## src/rtl/xbus_interconnect_if.sv

```systemverilog
// XBUS bundle between the core, xbus_interconnect and its slave ports.
// "slave" is the interconnect's view; "master" is the core/slave-model view.
interface xbus_interconnect_if #(
    parameter int unsigned NSLAVES = 4
) ();
    logic                    xbus_as;
    logic [31:0]             xbus_addr;
    logic [31:0]             xbus_rdata;
    logic                    xbus_rdy;
    logic                    xbus_err;
    logic [NSLAVES-1:0]      xbus_cs;
    logic [NSLAVES*32-1:0]   slv_rdata;
    logic [NSLAVES-1:0]      slv_rdy;

    modport slave (
        input  xbus_as, xbus_addr, slv_rdata, slv_rdy,
        output xbus_rdata, xbus_rdy, xbus_err, xbus_cs
    );

    modport master (
        output xbus_as, xbus_addr, slv_rdata, slv_rdy,
        input  xbus_rdata, xbus_rdy, xbus_err, xbus_cs
    );
endinterface

```

## src/rtl/xbus_interconnect.sv

```systemverilog
// XBUS interconnect: base/mask decode, wait-state handshake, timeout watchdog, error response.
// Optional sticky error log is built when XBUS_ERRLOG_EN is defined.
module xbus_interconnect #(
    parameter int unsigned            NSLAVES = 4,
    parameter logic [32*NSLAVES-1:0]  BASE    = {32'h4000_0000, 32'h3000_0000,
                                                 32'h2000_0000, 32'h0000_0000},
    parameter logic [32*NSLAVES-1:0]  MASK    = {32'hF000_0000, 32'hF000_0000,
                                                 32'hF000_0000, 32'hFFFF_0000},
    parameter int unsigned            TIMEOUT = 16
) (
    input  logic                clk,
    input  logic                rst,
    xbus_interconnect_if.slave  bus,
    output logic                err_valid,
    output logic [1:0]          err_cause,
    output logic [31:0]         err_addr,
    input  logic                err_clr
);

    localparam int unsigned SW = (NSLAVES > 1) ? $clog2(NSLAVES) : 1;
    localparam int unsigned CW = $clog2(TIMEOUT + 1);
    localparam logic [CW-1:0] CNT_MAX = CW'(TIMEOUT);

    localparam logic [1:0] S_IDLE = 2'd0;
    localparam logic [1:0] S_WAIT = 2'd1;
    localparam logic [1:0] S_ERR  = 2'd2;

    localparam logic [1:0] CAUSE_UNMAPPED = 2'b01;
    localparam logic [1:0] CAUSE_TIMEOUT  = 2'b10;

    logic [1:0]         state, state_nxt;
    logic [CW-1:0]      cnt, cnt_nxt, cnt_inc;
    logic [SW-1:0]      sel_q, sel_nxt, sel_cur, dec_idx;
    logic [1:0]         cause_q, cause_nxt;
    logic               hit;
    logic               cs_en;
    logic               rdy_c;
    logic               err_c;
    logic               sel_rdy;
    logic [31:0]        sel_rdata;
    logic [NSLAVES-1:0] cs_c;

    // Address decode; scanning downward lets the lowest matching index win.
    always_comb begin
        hit     = 1'b0;
        dec_idx = '0;
        for (int i = int'(NSLAVES) - 1; i >= 0; i--) begin
            if ((bus.xbus_addr & MASK[32*i +: 32]) == BASE[32*i +: 32]) begin
                hit     = 1'b1;
                dec_idx = SW'(i);
            end
        end
    end

    // In WAIT the latched index is used so the address is never re-decoded.
    assign sel_cur = (state == S_WAIT) ? sel_q : dec_idx;

    always_comb begin
        sel_rdy   = 1'b0;
        sel_rdata = '0;
        cs_c      = '0;
        for (int i = 0; i < int'(NSLAVES); i++) begin
            if (sel_cur == SW'(i)) begin
                sel_rdy   = bus.slv_rdy[i];
                sel_rdata = bus.slv_rdata[32*i +: 32];
                cs_c[i]   = cs_en;
            end
        end
    end

    always_ff @(posedge clk) begin
        if (rst) begin
            state   <= S_IDLE;
            cnt     <= '0;
            sel_q   <= '0;
            cause_q <= '0;
        end else begin
            state   <= state_nxt;
            cnt     <= cnt_nxt;
            sel_q   <= sel_nxt;
            cause_q <= cause_nxt;
        end
    end

    // Next state and bus response.
    always_comb begin
        state_nxt = state;
        cnt_nxt   = cnt;
        sel_nxt   = sel_q;
        cause_nxt = cause_q;
        cs_en     = 1'b0;
        rdy_c     = 1'b0;
        err_c     = 1'b0;
        cnt_inc   = (cnt == CNT_MAX) ? cnt : cnt + CW'(1);

        case (state)
            S_IDLE: begin
                if (bus.xbus_as) begin
                    if (hit) begin
                        cs_en   = 1'b1;
                        sel_nxt = dec_idx;
                        if (sel_rdy) begin
                            rdy_c = 1'b1;
                        end else if (CNT_MAX == CW'(1)) begin
                            state_nxt = S_ERR;
                            cause_nxt = CAUSE_TIMEOUT;
                        end else begin
                            state_nxt = S_WAIT;
                            cnt_nxt   = CW'(1);
                        end
                    end else begin
                        state_nxt = S_ERR;
                        cause_nxt = CAUSE_UNMAPPED;
                    end
                end
            end
            S_WAIT: begin
                // Chip select drops with an abort so an abandoned write can never commit.
                if (!bus.xbus_as) begin
                    state_nxt = S_IDLE;
                    cnt_nxt   = '0;
                end else begin
                    cs_en = 1'b1;
                    if (sel_rdy) begin
                        rdy_c     = 1'b1;
                        state_nxt = S_IDLE;
                        cnt_nxt   = '0;
                    end else begin
                        cnt_nxt = cnt_inc;
                        if (cnt_inc == CNT_MAX) begin
                            state_nxt = S_ERR;
                            cause_nxt = CAUSE_TIMEOUT;
                        end
                    end
                end
            end
            S_ERR: begin
                rdy_c     = 1'b1;
                err_c     = 1'b1;
                state_nxt = S_IDLE;
                cnt_nxt   = '0;
            end
            default: begin
                state_nxt = S_IDLE;
                cnt_nxt   = '0;
            end
        endcase
    end

    assign bus.xbus_cs    = rst ? '0 : cs_c;
    assign bus.xbus_rdy   = ~rst & rdy_c;
    assign bus.xbus_err   = ~rst & err_c;
    assign bus.xbus_rdata = (rst || !rdy_c || err_c) ? 32'd0 : sel_rdata;

`ifdef XBUS_ERRLOG_EN
    // First error is held; a clear in the same cycle as an error yields to the new entry.
    always_ff @(posedge clk) begin
        if (rst) begin
            err_valid <= 1'b0;
            err_cause <= '0;
            err_addr  <= '0;
        end else if ((state == S_ERR) && (!err_valid || err_clr)) begin
            err_valid <= 1'b1;
            err_cause <= cause_q;
            err_addr  <= bus.xbus_addr;
        end else if (err_clr) begin
            err_valid <= 1'b0;
            err_cause <= '0;
            err_addr  <= '0;
        end
    end
`else
    logic errlog_unused;
    assign errlog_unused = ^{err_clr, cause_q};
    assign err_valid = 1'b0;
    assign err_cause = '0;
    assign err_addr  = '0;
`endif

endmodule

```

## src/flat_wrapper.sv

```systemverilog
// flat-port wrapper written by rule: the top's interface ports become plain ports
module xbus_interconnect_flat 
#(
    parameter int unsigned            NSLAVES = 4,
    parameter logic [32*NSLAVES-1:0]  BASE    = {32'h4000_0000, 32'h3000_0000,
                                                 32'h2000_0000, 32'h0000_0000},
    parameter logic [32*NSLAVES-1:0]  MASK    = {32'hF000_0000, 32'hF000_0000,
                                                 32'hF000_0000, 32'hFFFF_0000},
    parameter int unsigned            TIMEOUT = 16
)
  (clk, rst, err_valid, err_cause, err_addr, err_clr, bus_xbus_as, bus_xbus_addr, bus_slv_rdata, bus_slv_rdy, bus_xbus_rdata, bus_xbus_rdy, bus_xbus_err, bus_xbus_cs);
  xbus_interconnect_if #(.NSLAVES(NSLAVES)) bus_i ();
  input  logic clk;
  input  logic rst;
  output logic err_valid;
  output logic [1:0] err_cause;
  output logic [31:0] err_addr;
  input  logic err_clr;
  input wire logic [$bits(bus_i.xbus_as)-1:0] bus_xbus_as;
  input wire logic [$bits(bus_i.xbus_addr)-1:0] bus_xbus_addr;
  input wire logic [$bits(bus_i.slv_rdata)-1:0] bus_slv_rdata;
  input wire logic [$bits(bus_i.slv_rdy)-1:0] bus_slv_rdy;
  output wire logic [$bits(bus_i.xbus_rdata)-1:0] bus_xbus_rdata;
  output wire logic [$bits(bus_i.xbus_rdy)-1:0] bus_xbus_rdy;
  output wire logic [$bits(bus_i.xbus_err)-1:0] bus_xbus_err;
  output wire logic [$bits(bus_i.xbus_cs)-1:0] bus_xbus_cs;
  assign bus_i.xbus_as = bus_xbus_as;
  assign bus_i.xbus_addr = bus_xbus_addr;
  assign bus_i.slv_rdata = bus_slv_rdata;
  assign bus_i.slv_rdy = bus_slv_rdy;
  assign bus_xbus_rdata = bus_i.xbus_rdata;
  assign bus_xbus_rdy = bus_i.xbus_rdy;
  assign bus_xbus_err = bus_i.xbus_err;
  assign bus_xbus_cs = bus_i.xbus_cs;
  xbus_interconnect #(.NSLAVES(NSLAVES), .BASE(BASE), .MASK(MASK), .TIMEOUT(TIMEOUT)) u_core (.clk(clk), .rst(rst), .bus(bus_i), .err_valid(err_valid), .err_cause(err_cause), .err_addr(err_addr), .err_clr(err_clr));
endmodule
```

## config.mk

```make
export PLATFORM = sky130hd
export DESIGN_NAME = xbus_interconnect_flat
export DESIGN_NICKNAME = d
export VERILOG_FILES = /design/src/rtl/xbus_interconnect_if.sv /design/src/rtl/xbus_interconnect.sv /design/src/flat_wrapper.sv
export SDC_FILE = /design/constraint.sdc
export NUM_CORES = 1
export LEC_CHECK = 0
export ABC_AREA = 1
export CAP_MARGIN = 20
export CORE_AREA = 2 2 94 96
export CTS_BUF_LIST = sky130_fd_sc_hd__clkbuf_8 sky130_fd_sc_hd__clkbuf_16
export CTS_CLUSTER_SIZE = 25
export DETAILED_ROUTE_END_ITERATION = 12
export DIE_AREA = 0 0 96 98
export GPL_TIMING_DRIVEN = 0
export PLACE_DENSITY = 0.77
export SYNTH_ARGS = -nofsm -noshare
export SYNTH_HDL_FRONTEND = slang
export SYNTH_SLANG_ARGS = --single-unit
```

## constraint.sdc

```tcl
create_clock -name clk -period 2.3 [get_ports clk]
set_input_delay 0.23 -clock clk [delete_from_list [all_inputs] [get_ports clk]]
set_output_delay 0.23 -clock clk [all_outputs]
set_load 0.005 [all_outputs]
```

==> impl_metrics.py, run 1 <==
metrics = {
    "outcome": {
        "status": "complete, but fails checks",
        "violations": "negative setup slack",
    },
    "setup_path": {
        "r2r_start": "u_core.state[0]$_SDFFE_PP0P_",
        "start_kind": "input port",
        "reg2reg_depth": 14,
        "worstPathArrival_ns": 2.14,
        "crit_fanout": 5,
        "r2r_slack_ns": 0.35,
        "critPathKind": "in -> out",
        "r2r_end": "u_core.state[1]$_SDFFE_PP0P_",
        "required_ns": 2.07,
        "worstSetupEndpointType": "output port",
    },
    "place": {
        "dp_hpwl_um": 8350,
        "portBuffers": 187,
        "globalplace.congestion": 0.889,
    },
    "flow_run": {
        "drv_cap": 0,
    },
    "worst_hold_path": {
        "hp-class": "in -> reg",
        "min_from": "rst",
        "min_path_cells": 2,
        "min_to": "u_core.cnt[4]$_SDFFE_PP0P_",
    },
    "die": {
        "die_area_um2": 9410,
        "die_w_um": 96,
        "io_pins": 241,
        "core_area_um2": 8470,
        "die_h_um": 98,
        "rows": 34,
        "initial_core_util_pct": 26.3,
    },
    "synth": {
        "yosys.cell_types.count": 42,
        "synth_area_leaders": "nand2_1 18%, buf_4 13%, dfxtp_1 8.1%",
        "yosysTopAreaCell": "nand2_1",
        "async_reset_ff_share_pct": 0,
        "ys_warn_count": 0,
        "yosys_register_bits": 9,
        "synth_edf_count": 0,
        "syn_area_um2": 2220,
        "ys_seq_area_share_pct": 8.10,
        "ys_dominant_reg_cell": "dfxtp_1",
        "yosysMostFrequentCell": "nand2_1",
        "syn_inst": 359,
        "postSynthAreaPerCell_um2": 6.20,
        "synth_common_cells": "108 x nand2_1, 38 x buf_4, 29 x o21ai_0",
        "netlist.area_leader.share_pct": 18.2,
    },
    "routing": {
        "dr.pass1.iters": 4,
        "antenna_left": 0,
        "wl_um": 10800,
        "num_vias": 3338,
        "drt_first_iter_violations": 96,
        "routedWlPerCell_um": 14.8,
        "drc": 0,
        "viasPerCell": 4.58,
    },
    "global_route": {
        "grt.busiest_layer": "met2",
        "grt_pass1_wl_um": 15700,
        "overflow": 0,
        "grt_start_max_net_pins": 11,
        "grt_use_met2_pct": 39.2,
        "grt_pass1_vias": 3260,
        "grt_use_met3_pct": 3.94,
        "grt_usage_pct": 20.9,
        "antenna_found_initial": 0,
        "gr-usage-met1_pct": 22.9,
    },
    "power_and_ir_drop": {
        "internal_power_mw": 0.795,
        "leakagePower_nw": 2.21,
        "p_sw_mw": 0.468,
        "swShare_pct": 37.0,
        "pwr-share-seq_pct": 13.6,
        "finalPower_mw": 1.26,
        "combPwrFrac_pct": 71.6,
        "p_clk_share_pct": 14.8,
        "p_per_area_nw_per_um2": 251,
        "vdd_drop_max_mv": 0.247,
    },
    "timing": {
        "period_needed_ns": 2.37,
        "fin_crit_sh_pct": 103,
        "max_freq_ghz": 0.421,
        "final_hold_viol_count": 0,
        "setup_violations": 19,
        "fin_skew_ns": 0.00361,
        "setup_tns_ns": -0.881,
        "fin_ws_ns": -0.0729,
        "rsz0062_at_grt": "yes",
        "fin_hold_ws_ns": 0.356,
        "maxSlewViolCount": 0,
    },
    "final_layout": {
        "layout-drive-gt1-share_pct": 35.3,
        "areaGrowthSynthToFinish_pct": 126,
        "layout.nets": 792,
        "antenna_cells": 0,
    },
    "cts": {
        "cts_buffer_depth": 2,
        "cts_tree": "built",
        "cts_made_buffers": 3,
        "cts.sinks": 9,
        "clock_latency_ns": 0.24,
        "cts-root-buf": "clkbuf_8",
        "clk_pin_slew_worst_paths_ns": 0.04,
        "htree_levels": 1,
    },
}
## state kept, by name, summed over array words and instances (netlist names)
| name | cells |
|---|---|
| u_core.cnt | 5 |
| u_core.sel_q | 2 |
| u_core.state | 2 |
## power by group through the flow
| stage | clock network, mW | logic, mW | registers (mW) |
|---|---|---|---|
| CTS | 0.186 | 0.856 | 0.172 |
| global route | 0.200 | 0.969 | 0.173 |
| detailed placement | 0 | 0.712 | 0.174 |
| finish | 0.187 | 0.904 | 0.172 |
| floorplan | 0 | 0.354 | 0.173 |
| global placement | 0 | 0.700 | 0.174 |
## routing by layer
metal	routed length, um	part of all wire [%]
met1	4030	37
met4	236	2.2
met2	5570	52
met3	952	8.8
met5	0	0
## cells in the final DEF, fill, tap and decap left out, drive strengths merged
cell,instances
clkbuf,14
a31oi,14
nand3,18
nand3b,1
inv,24
clkdlybuf4s50,146
buf,110
ha,2
nor2,31
clkdlybuf4s15,2
o22ai,1
dlygate4sd2,6
a221oi,1
or2,11
o2111ai,2
conb,35
a22oi,5
a22o,1
nand4,5
xor2,3
a21oi,25
nand2,112
nor3,4
dfxtp,9
o221ai,6
nor4,1
o31ai,1
o21ai,31
## critical path, cell delays in order
cell and delay, ns:
clkdlybuf4s50_1 0.41, nor4_2 0.28, nand3_1 0.16, nand2_1 0.12, nand3_2 0.11, o21ai_4 0.11
nand3_4 0.13, buf_12 0.17, buf_16 0.14, a31oi_4 0.14, buf_6 0.12
## worst max-delay path by stage
stage                    endpoint  cells after the start  slack (ns)                         start
6_report        bus_xbus_rdata[8]                     11       -0.07             bus_xbus_addr[16]
4_1_cts         bus_xbus_rdata[8]                     13       -0.07  u_core.state[0]$_SDFFE_PP0P_
5_1_grt        bus_xbus_rdata[24]                     11       -0.16             bus_xbus_addr[16]
2_1_floorplan  bus_xbus_rdata[18]                     11        0.40  u_core.state[0]$_SDFFE_PP0P_
3_5_place_dp   bus_xbus_rdata[10]                     11       -0.91             bus_xbus_addr[29]
3_3_place_gp    bus_xbus_rdata[9]                     11       -0.89             bus_xbus_addr[29]
## cell families after synthesis
logic type	Yosys count	synth area share, %
AND/OR/NAND/NOR	183	39.0
AO/OA/AOI/OAI	87	29.8
other	1	0.169
buffers and inverters	74	20.6
XOR/XNOR	3	1.18
flip-flops	9	8.10
adder cells (fa/ha/maj)	2	1.12
## layout make-up
cell class	count	area [um^2]
fill	781	3430
timing repair buffer	225	2100
multi-input combinational	310	2010
buffer	50	460
sequential	9	183
tap	108	135
inverter	23	96.3
clock buffer	3	41.3
clock inverter	1	3.75
## metrics by stage
stage          setup WS (ns)  instance area (um^2)  instances  util [%]
6_report             -0.0729                  5030        729      59.5
5_1_grt               -0.163                  5030        729      59.5
4_1_cts              -0.0709                  4920        725      58.1
2_1_floorplan          0.405                  2350        393         -
3_3_place_gp          -0.895                  4360        688      51.5
3_5_place_dp          -0.909                  4360        688      51.5
## what timing repair did
item                       in CTS  in global routing
hold buffers                    0                  0
pin swaps                      17                 15
resized for setup             217                 45
gates cloned                    2                  1
setup buffers                  32                  5
hold endpoints to repair        0                  0
setup endpoints to repair      37                 36
Note: power is estimated with default switching activity, not from simulation.
==> run 2: changes to the inputs <==
--- a/config.mk
+++ b/config.mk
@@ -7,13 +7,15 @@
 export LEC_CHECK = 0
 export ABC_AREA = 1
 export CAP_MARGIN = 20
-export CORE_AREA = 2 2 94 96
+export CELL_PAD_IN_SITES_DETAIL_PLACEMENT = 1
+export CELL_PAD_IN_SITES_GLOBAL_PLACEMENT = 1
+export CORE_ASPECT_RATIO = 1.2
+export CORE_UTILIZATION = 17
 export CTS_BUF_LIST = sky130_fd_sc_hd__clkbuf_8 sky130_fd_sc_hd__clkbuf_16
 export CTS_CLUSTER_SIZE = 25
 export DETAILED_ROUTE_END_ITERATION = 12
-export DIE_AREA = 0 0 96 98
 export GPL_TIMING_DRIVEN = 0
-export PLACE_DENSITY = 0.77
+export PLACE_DENSITY_LB_ADDON = 0.1
 export SYNTH_ARGS = -nofsm -noshare
 export SYNTH_HDL_FRONTEND = slang
 export SYNTH_SLANG_ARGS = --single-unit
==> run 2 against run 1 <==
- the run still ends with negative setup slack left
- cell area rose by 2.6%
- worst setup slack worse by 0.17 ns
- non-clock buffer count grew 8
- highest routed layer unchanged
==> impl_metrics.py, run 2 (same netlist as run 1, synthesis figures left out) <==
metrics = {
    "outcome": {
        "status": "complete, but fails checks",
        "violations": "negative setup slack",
    },
    "power_and_ir_drop": {
        "leakagePower_nw": 2.27,
        "combPwrFrac_pct": 65.1,
        "p_clk_share_pct": 22.4,
        "pwr-share-seq_pct": 12.5,
        "swShare_pct": 34.2,
        "p_per_area_nw_per_um2": 268,
        "internal_power_mw": 0.909,
        "p_sw_mw": 0.473,
        "vdd_drop_max_mv": 0.302,
    },
    "global_route": {
        "antenna_found_initial": 0,
        "grt_use_met3_pct": 2.65,
        "grt_start_max_net_pins": 11,
        "grt_pass1_vias": 3433,
        "overflow": 0,
        "grt_usage_pct": 17.9,
        "grt.busiest_layer": "met2",
        "grt_use_met2_pct": 36.9,
        "grt_pass1_wl_um": 18900,
        "gr-usage-met1_pct": 19.1,
    },
    "timing": {
        "setup_tns_ns": -4.39,
        "period_needed_ns": 2.54,
        "fin_ws_ns": -0.239,
        "fin_hold_ws_ns": 0.386,
        "final_hold_viol_count": 0,
        "maxSlewViolCount": 0,
        "max_freq_ghz": 0.394,
        "fin_skew_ns": 0.000791,
        "rsz0062_at_grt": "yes",
        "setup_violations": 32,
        "fin_crit_sh_pct": 110,
    },
    "place": {
        "dp_cells": 744,
        "portBuffers": 187,
        "globalplace.congestion": 0.790,
        "dp_hpwl_um": 9820,
    },
    "cts": {
        "clk_pin_slew_worst_paths_ns": 0.04,
        "cts_made_buffers": 3,
        "cts_buffer_depth": 2,
        "clock_latency_ns": 0.24,
        "cts-root-buf": "clkbuf_16",
        "cts_tree": "built",
        "htree_levels": 1,
        "cts.sinks": 9,
    },
    "setup_path": {
        "worstPathArrival_ns": 2.31,
        "required_ns": 2.07,
        "worstSetupEndpointType": "output port",
        "start_kind": "flop",
        "crit_fanout": 7,
        "critPathKind": "reg -> out",
    },
    "final_layout": {
        "areaGrowthSynthToFinish_pct": 132,
        "top_register": "u_core.cnt",
        "final_cell_mix": "149 x clkdlybuf4s50_1, 101 x nand2_1, 66 x buf_4",
        "n_fill_cell": 1607,
        "final_common_cell": "clkdlybuf4s50_1",
        "reg_top3": "u_core.cnt: 5 flops, u_core.sel_q: 2 flops, u_core.state: 2 flops",
        "layout.nets": 800,
        "largest_reg_flops": 5,
        "seqCellArea_um2": 183,
        "antenna_cells": 0,
        "stdcell_count": 793,
        "multi_input_area_um2": 1960,
        "layout-drive-gt1-share_pct": 35.3,
    },
    "worst_hold_path": {
        "hp-class": "in -> reg",
    },
    "routing": {
        "drt_first_iter_violations": 73,
        "routedWlPerCell_um": 15.9,
        "dr.pass1.iters": 3,
        "wl_um": 12600,
        "antenna_left": 0,
        "viasPerCell": 4.26,
        "num_vias": 3382,
        "drc": 0,
    },
    "die": {
        "die_h_um": 127,
        "initial_core_util_pct": 17.5,
        "die_w_um": 106,
        "die_area_um2": 13500,
        "rows": 45,
        "io_pins": 241,
        "core_area_um2": 12700,
    },
    "flow_run": {
        "drv_cap": 0,
    },
}
[run 2: worst max-delay path, cell delays in order (launching register included)]
cell     delay, ns
dfxtp_2       0.34
inv_2         0.06
nor2_4        0.11
inv_4         0.06
or2_4         0.25
nand2_4       0.09
or2_4         0.13
nand3_4       0.07
nand2_4       0.08
nand3_4       0.09
buf_6         0.14
buf_12        0.12
buf_8         0.12
buf_12        0.14
a31oi_4       0.13
buf_2         0.13
[run 2: final cells by class]
cell class / count / share of cell area, %
clock inverter: 1 / 0.0726
buffer: 50 / 8.91
sequential: 9 / 3.54
timing repair buffer: 233 / 42.3
multi-input combinational: 310 / 38.0
inverter: 23 / 1.77
tap: 164 / 3.97
clock buffer: 3 / 1.45
[run 2: metrics by stage]
stage	total power [mW]	util [%]	setup WS, ns	cell area [um^2]
2_1_floorplan	0.527	-	0.405	2350
3_3_place_gp	0.892	34.8	-0.956	4430
3_5_place_dp	0.901	34.8	-0.969	4430
4_1_cts	1.36	39.7	-0.261	5050
5_1_grt	1.48	40.6	-0.326	5170
6_report	1.38	40.6	-0.239	5170
[run 2: final timing paths]
check | cells after the start | endpoint | slack [ns] | startpoint
worst max-delay path | 15 | bus_xbus_rdata[6] | -0.24 | u_core.state[0]$_SDFFE_PP0P_
worst min-delay path | 2 | u_core.cnt[4]$_SDFFE_PP0P_ | 0.39 | rst
worst max register to register | 13 | u_core.cnt[3]$_SDFFE_PP0P_ | 0.31 | u_core.state[0]$_SDFFE_PP0P_
worst min register to register | 2 | u_core.cnt[4]$_SDFFE_PP0P_ | 0.53 | u_core.cnt[4]$_SDFFE_PP0P_
[run 2: power by group through the flow]
stage               logic [mW]  clock network (mW)  registers [mW]
floorplan                0.354                   0           0.173
global placement         0.717                   0           0.175
detailed placement       0.726                   0           0.175
CTS                      0.870               0.314           0.173
global route             0.975               0.329           0.174
finish                   0.900               0.309           0.173
[run 2: layer usage]
| layer | part of all wire [%] | vias to the layer above | routed length (um) |
|---|---|---|---|
| met4 | 0.65 | 0 | 82 |
| li1 | - | 1679 | - |
| met2 | 55 | 117 | 6920 |
| met1 | 38 | 1579 | 4800 |
| met3 | 6.1 | 7 | 769 |
| met5 | 0 | - | 0 |
[run 2: repair_timing]
action	in CTS	in global routing
pin swaps	16	10
endpoints found under the setup margin	37	36
cloned	4	0
hold buffers	0	0
setup buffers	36	7
gates resized for setup	211	28
==> run 3: changes to the inputs <==
--- a/config.mk
+++ b/config.mk
@@ -12,9 +12,8 @@
 export CORE_ASPECT_RATIO = 1.2
 export CORE_UTILIZATION = 17
 export CTS_BUF_LIST = sky130_fd_sc_hd__clkbuf_8 sky130_fd_sc_hd__clkbuf_16
-export CTS_CLUSTER_SIZE = 25
+export CTS_CLUSTER_SIZE = 20
 export DETAILED_ROUTE_END_ITERATION = 12
-export GPL_TIMING_DRIVEN = 0
 export PLACE_DENSITY_LB_ADDON = 0.1
 export SYNTH_ARGS = -nofsm -noshare
 export SYNTH_HDL_FRONTEND = slang
==> run 3 against run 2 <==
- the flow still finishes with violations (negative setup slack)
- critical path depth fell by 2
- combinational power fell by 8.2%
- via count fell by 5.0%
- first-iteration DRC count rose by 14%
- clock-buffer cell count did not move
- clock power rose by 2%
- fmax rose by 9.4%
- die area did not move
- cell area fell by 8.5%
- global-route usage fell by 0.63 points
- sequential share of layout area rose by 0.30 points
- worst setup slack improved by 0.22 ns
- critical path type unchanged
- critical endpoint is now bus_xbus_rdata[24]
- largest cell class unchanged
- largest power group unchanged
==> impl_metrics.py, run 3 (same netlist as run 1, synthesis figures left out) <==
metrics = {
    "outcome": {
        "status": "complete, but fails checks",
        "violations": "negative setup slack",
    },
    "final_layout": {
        "layout.nets": 758,
        "stdcell_count": 751,
        "final_common_cell": "clkdlybuf4s50_1",
        "top_register": "u_core.cnt",
        "n_fill_cell": 1628,
        "layout-drive-gt1-share_pct": 28.8,
        "reg_top3": "u_core.cnt: 5 flops, u_core.sel_q: 2 flops, u_core.state: 2 flops",
        "final_cell_mix": "145 x clkdlybuf4s50_1, 102 x nand2_1, 43 x buf_4",
        "largest_reg_flops": 5,
        "fin_util_pct": 37.2,
        "areaGrowthSynthToFinish_pct": 113,
        "antenna_cells": 0,
    },
    "setup_path": {
        "worstPathArrival_ns": 2.09,
        "critPathKind": "reg -> out",
        "crit_fanout": 8,
        "worstSetupEndpointType": "output port",
        "start_kind": "flop",
        "r2r_slack_ns": 0.37,
        "required_ns": 2.07,
    },
    "place": {
        "dp_cells": 734,
        "portBuffers": 188,
        "dp_hpwl_um": 9410,
        "globalplace.congestion": 0.750,
    },
    "timing": {
        "setup_violations": 7,
        "maxSlewViolCount": 0,
        "final_hold_viol_count": 0,
        "max_freq_ghz": 0.431,
        "fin_crit_sh_pct": 101,
        "fin_ws_ns": -0.0204,
        "rsz0062_at_grt": "yes",
        "fin_skew_ns": 0.00251,
        "period_needed_ns": 2.32,
    },
    "global_route": {
        "grt_start_max_net_pins": 20,
        "overflow": 0,
        "grt_usage_pct": 17.2,
        "grt_pass1_vias": 3331,
        "grt_pass1_wl_um": 18100,
        "antenna_found_initial": 0,
    },
    "power_and_ir_drop": {
        "finalPower_mw": 1.31,
        "vdd_drop_max_mv": 0.289,
        "p_per_area_nw_per_um2": 278,
        "leakagePower_nw": 2.03,
    },
    "cts": {
        "cts_buffer_depth": 2,
        "cts_tree": "built",
        "clock_latency_ns": 0.24,
        "htree_levels": 1,
        "cts.sinks": 9,
        "ctsHoldBuffers": 0,
        "cts-root-buf": "clkbuf_16",
        "cts_made_buffers": 3,
        "clk_pin_slew_worst_paths_ns": 0.04,
    },
    "routing": {
        "drc": 0,
        "num_vias": 3212,
        "drt_first_iter_violations": 83,
        "dr.pass1.iters": 4,
        "routedWlPerCell_um": 15.8,
        "antenna_left": 0,
        "viasPerCell": 4.28,
        "wl_um": 11900,
    },
    "flow_run": {
        "drv_cap": 0,
    },
    "die": {
        "die_h_um": 127,
        "die_area_um2": 13500,
        "rows": 45,
        "core_area_um2": 12700,
        "die_w_um": 106,
        "io_pins": 241,
        "initial_core_util_pct": 17.5,
    },
    "worst_hold_path": {
        "hp-class": "reg -> reg",
    },
}
## run 3: cell types whose count changed in the layout (fill, tap and decap cells not counted), moves of 3 or more
cell and delta:
clkdlybuf4s50_1 -4, buf_6 -13, nand2_2 +3, nor2_2 -6, buf_4 -23, nand2_4 -4
dlygate4sd2_1 +3, nor2_1 +5
## run 3: what timing repair did
action / in CTS / in global routing
setup buffers: 13 / 0
gates resized for setup: 168 / 33
pin swaps: 10 / 10
setup endpoints to repair: 37 / 36
cloned: 3 / 0
## run 3: final timing paths
kind / startpoint / to / depth (start not counted)
setup reg to reg: u_core.state[0]$_SDFFE_PP0P_ / u_core.cnt[3]$_SDFFE_PP0P_ / 13
setup / recovery: u_core.state[0]$_SDFFE_PP0P_ / bus_xbus_rdata[24] / 13
hold reg to reg: u_core.cnt[1]$_SDFFE_PP0P_ / u_core.cnt[1]$_SDFFE_PP0P_ / 2
hold / removal: u_core.cnt[1]$_SDFFE_PP0P_ / u_core.cnt[1]$_SDFFE_PP0P_ / 2
## run 3: worst max-delay path, stage by stage (launching register included)
cell	delay, ns
dfxtp_2	0.33
inv_2	0.05
nor2_4	0.11
inv_4	0.07
or2_4	0.23
nand2_4	0.08
or2_4	0.13
nand3_4	0.09
nand2_4	0.08
nand3_4	0.11
buf_12	0.15
buf_12	0.14
a31oi_4	0.14
buf_2	0.13
## run 3: routing by layer
metal / wire length [um] / GRT usage, % / up-vias / part of all wire, %
li1: - / - / 1594 / -
met1: 4300 / 18.1 / 1484 / 36
met2: 6690 / 35.7 / 122 / 56
met3: 720 / 2.04 / 12 / 6.1
met4: 172 / 3.79 / 0 / 1.4
met5: 0 / 0 / - / 0
## run 3: power breakdown
group,switching [mW],internal (mW)
Sequential,0.00640,0.165
Clock,0.0880,0.228
Combinational,0.367,0.459
## run 3: layout make-up
type | count | area, um^2 | area share [%]
clock buffers | 3 | 75.1 | 1.59
clock inverters | 1 | 3.75 | 0.0793
inverters | 23 | 93.8 | 1.98
multi-input cells | 310 | 1930 | 40.8
flip-flops and latches | 9 | 181 | 3.83
well taps | 164 | 205 | 4.34
repair buffers | 241 | 2240 | 47.4
## run 3: through the flow
step	TNS [ns]	hold WS (ns)	worst slack, ns	cell area, um^2
after global placement	-20.89	0.508	-0.622	4400
after global routing	-1.89	0.566	-0.104	4730
final	-0.0773	0.526	-0.0204	4730
after CTS	-1.68	0.533	-0.134	4660
after floorplan	0	0.464	0.405	2350
after detailed placement	-21.51	0.526	-0.650	4400
==> patch 1: new RTL, settings of run 2 <==
`NSLAVES` is set to 4 in 3 places; all go to 8.
--- a/src/rtl/xbus_interconnect_if.sv
+++ b/src/rtl/xbus_interconnect_if.sv
@@ -1,7 +1,7 @@
 // XBUS bundle between the core, xbus_interconnect and its slave ports.
 // "slave" is the interconnect's view; "master" is the core/slave-model view.
 interface xbus_interconnect_if #(
-    parameter int unsigned NSLAVES = 4
+    parameter int unsigned NSLAVES = 8
 ) ();
     logic                    xbus_as;
     logic [31:0]             xbus_addr;
--- a/src/rtl/xbus_interconnect.sv
+++ b/src/rtl/xbus_interconnect.sv
@@ -1,7 +1,7 @@
 // XBUS interconnect: base/mask decode, wait-state handshake, timeout watchdog, error response.
 // Optional sticky error log is built when XBUS_ERRLOG_EN is defined.
 module xbus_interconnect #(
-    parameter int unsigned            NSLAVES = 4,
+    parameter int unsigned            NSLAVES = 8,
     parameter logic [32*NSLAVES-1:0]  BASE    = {32'h4000_0000, 32'h3000_0000,
                                                  32'h2000_0000, 32'h0000_0000},
     parameter logic [32*NSLAVES-1:0]  MASK    = {32'hF000_0000, 32'hF000_0000,
--- a/src/flat_wrapper.sv
+++ b/src/flat_wrapper.sv
@@ -1,7 +1,7 @@
 // flat-port wrapper written by rule: the top's interface ports become plain ports
 module xbus_interconnect_flat 
 #(
-    parameter int unsigned            NSLAVES = 4,
+    parameter int unsigned            NSLAVES = 8,
     parameter logic [32*NSLAVES-1:0]  BASE    = {32'h4000_0000, 32'h3000_0000,
                                                  32'h2000_0000, 32'h0000_0000},
     parameter logic [32*NSLAVES-1:0]  MASK    = {32'hF000_0000, 32'hF000_0000,
Interface: changed (resized bus_slv_rdata, bus_slv_rdy and bus_xbus_cs); port bits go from 241 to 377. No check against the original RTL was run, so the function may have changed too.
==> patch 1 against run 2 <==
The flow still finishes with violations (setup timing); routed wire length rose by 91%; setup slack got worse by 0.25 ns; power rose by 93%; sequential cell count rose by 1; cell count rose by 56%; clock skew rose by 0.0018 ns; via count rose by 67%; final area rose by 58%; global-route usage rose by 6.3 points; critical path depth rose by 2; area after synthesis rose by 38%; core utilization rose by 5.9 points.
==> patch 1: results (changes against run 2) <==
Status
  – Status: complete, but fails checks
  – Failing checks: setup timing

Routing
  – Routed WL per cell: 19.4 um (+22%)
  – Routed length on met2: 13.0 mm (+87%)
  – Metal-1 WL: 9.30 mm (+94%)
  – Starting DRT DRC Count: 178 (+140%)
  – Overall routed net length: 24.0 mm (+91%)

STA
  – Final setup violation count: 41 (+28%)
  – Final total negative setup slack: -15.45 ns (-11.05 ns)
  – Final WS setup: -0.491 ns (-0.253 ns)

Place
  – Dpl cells: 1170 (+57%)
  – Dpl ws: -1.30 ns (-0.330 ns)

Hold path
  – Worst hold path class: flop to flop

Yosys
  – Syn Inst Count: 592 (+65%)
  – Top cells by count, synth: nand2_1, nand3_1, a21oi_1
  – Sequential cell area fraction in the yosys report: 6.53% (-1.6 points)
  – Synth cell types: 35 (-17%)

Finish
  – Sequential cell count: 10 (+1)
  – Multi-input logic portion of the cell area: 36.2% (-1.8 points)
  – Multi-input gates: 526 (+70%)
  – Non-clock buffer share of cell area: 55.3% (+4.1 points)
  – Clk cell area share: 1.09% (-0.44 points)
  – Share of layout cells above drive strength 1: 30.1% (-5.2 points)
  – Register area: 205 sq um (+12%)

Pwr
  – Tot Pwr: 0.00266 W (+93%)
  – Max IR drop VDD: 241 uV (-20%)
  – NetSw: 0.00106 W (+120%)
  – Combinational cell power: 0.00211 W (+130%)

Global route
  – Met3 Resource Use GR: 2.98% (+0.32 points)
  – M1 GR Usage: 28.2% (+9.1 points)

Clocking
  – Post-CTS Setup Bufs: 45 (+25%)
patch 1: changes by cell type after synthesis, sizes merged, moves of 10 or more:
cell,change
a21oi,+44
a31oi,-12
nand2,+106
nand3,+54
nand4,+18
nor2,+23
o21ai,-10
o22ai,+18
patch 1: kinds of logic after synthesis:
kind of cell / Yosys count
other cells: 1
compound gates: 111
xor+xnor: 3
fa+ha+maj: 2
flops: 10
simple gates: 375
buf+inv: 90
patch 1: worst paths after layout:
kind | startpoint | end | slack, ns | cells past startpoint
setup / recovery | u_core.state[0]$_SDFFE_PP0P_ | bus_xbus_rdy | -0.49 | 17
hold / removal | u_core.cnt[4]$_SDFFE_PP0P_ | u_core.cnt[4]$_SDFFE_PP0P_ | 0.51 | 2
setup reg to reg | u_core.state[0]$_SDFFE_PP0P_ | u_core.cnt[3]$_SDFFE_PP0P_ | -0.15 | 16
hold reg to reg | u_core.cnt[4]$_SDFFE_PP0P_ | u_core.cnt[4]$_SDFFE_PP0P_ | 0.51 | 2
==> patch 2: new RTL, settings of run 2 <==
Without the edit above. Put a register stage on the output `bus.xbus_err`. The value now appears one clock later.
--- a/src/rtl/xbus_interconnect.sv
+++ b/src/rtl/xbus_interconnect.sv
@@ -149,7 +149,9 @@
 
     assign bus.xbus_cs    = rst ? '0 : cs_c;
     assign bus.xbus_rdy   = ~rst & rdy_c;
-    assign bus.xbus_err   = ~rst & err_c;
+    always_ff @(posedge clk) begin
+        bus.xbus_err <= ~rst & err_c;
+    end
     assign bus.xbus_rdata = (rst || !rdy_c || err_c) ? 32'd0 : sel_rdata;
 
 `ifdef XBUS_ERRLOG_EN
Function: changed (Yosys sat finds a counterexample within 4 cycles, from zero or initial values and one cycle with rst high).
==> patch 2 against run 2 <==
The flow still finishes with violations (setup timing); sequential cell count increased by 1; sequential power rose by 9.8%; area after synthesis shrank 11%; power fell by 6.1%; final area fell by 5.4%; core utilization rose by 3.1 points; setup slack improved by 0.14 ns; synthesized cell count fell by 1.7%; sequential share of layout area up 0.61 points; hold slack got worse by 0.016 ns; routed wire length is 6.2% higher; largest power group unchanged.
==> patch 2: results (changes against run 2) <==
Pwr
  – Int Pwr: 0.000881 W (-3.1%)
  – Leakage: 2.23 nW (-1.7%)
  – Power Clock: 0.000358 W (+16%)
  – Combinational cell power: 0.000750 W (-17%)
  – Max IR drop VDD: 306 uV (+1.6%)

STA
  – Final WS setup: -0.101 ns (+0.138 ns)
  – Setup Skew: 0.00148 ns (+0.000688 ns)
  – Final setup violation count: 32 (unchanged)

Yosys
  – Sequential cell area fraction in the yosys report: 10.1% (+2.0 points)
  – Leading post-synthesis cells by cell area: nand2_1, buf_4, a21oi_1
  – Synth Area in XOR/XNOR: 0% (-1.2 points)
  – Compound-Gate Fraction of Synth Area: 29.7% (-0.10 points)
  – Avg Cell Area, Syn: 5.62 sq um (-9.3%)
  – Top cells by count, synth: nand2_1, nor2_1, a21oi_1
  – Post-Synth Adder-Cell Area: 1.26% (+0.14 points)

Global route
  – M1 GR Usage: 22.8% (+3.8 points)
  – Met2 usage: 39.8% (+3.0 points)
  – First-pass GRT wire length: 19.3 mm (+2.0%)
  – Total GRT Usage: 20.7% (+2.8 points)

Setup path
  – Worst Reg-to-Reg Cells: 15 (+2)
  – Reg2reg setup slack: 0.36 ns (+0.05 ns)
  – Worst flop-to-flop path endpoint: u_core.cnt[0]$_SDFFE_PP0P_
  – WP data arrival: 2.17 ns (-0.14 ns)

Status
  – Failing checks: setup timing
  – Status: complete, but fails checks

Routing
  – Met3 wire length: 1.19 mm (+55%)
  – Pre-Repair DR Iteration Count: 4 (+1)
  – Metal-1 WL: 5.12 mm (+6.7%)
  – Overall routed net length: 13.4 mm (+6.2%)
  – Routed WL per cell: 17.3 um (+9.2%)
  – Via count: 3364 (-0.53%)

Place
  – Dpl cells: 728 (-2.2%)
  – Dpl ws: -1.14 ns (-0.169 ns)
  – Area after DPL: 4180 sq um (-5.7%)

Hold path
  – WHS Endpoint: u_core.state[1]$_SDFFE_PP0P_
==> patch 2: changes by cell type after synthesis, moves of 7 or more <==
cell,run 2,this run
a22o_1,1,9
nor2_1,27,50
a21oi_2,10,2
a21oi_1,15,49
nand2_1,108,71
o22ai_1,1,8
==> patch 2: stage by stage <==
| step | setup TNS, ns | utilization, % | power [W] |
|---|---|---|---|
| global route | -5.00 | 43.7 | 0.00137 |
| finish | -2.14 | 43.7 | 0.00130 |
| floorplan | 0 | - | 0.000455 |
| CTS | -2.12 | 41.9 | 0.00126 |
| global placement | -38.39 | 37.3 | 0.000793 |
| detailed placement | -37.77 | 37.3 | 0.000802 |
==> patch 2: timing repair <==
item,in CTS,in global routing
setup endpoints to repair,42,40
pin swaps,26,18
buffers inserted,33,5
cloned,2,0
resized for setup,226,43
==> patch 2: area by class of cell <==
type	count	area, sq um
plain buffers	50	420
clock buffers	4	88.8
fillers	1404	6310
inverters	24	100
multi-input cells	303	1810
flip-flops and latches	10	203
well taps	154	193
repair buffers	226	2070
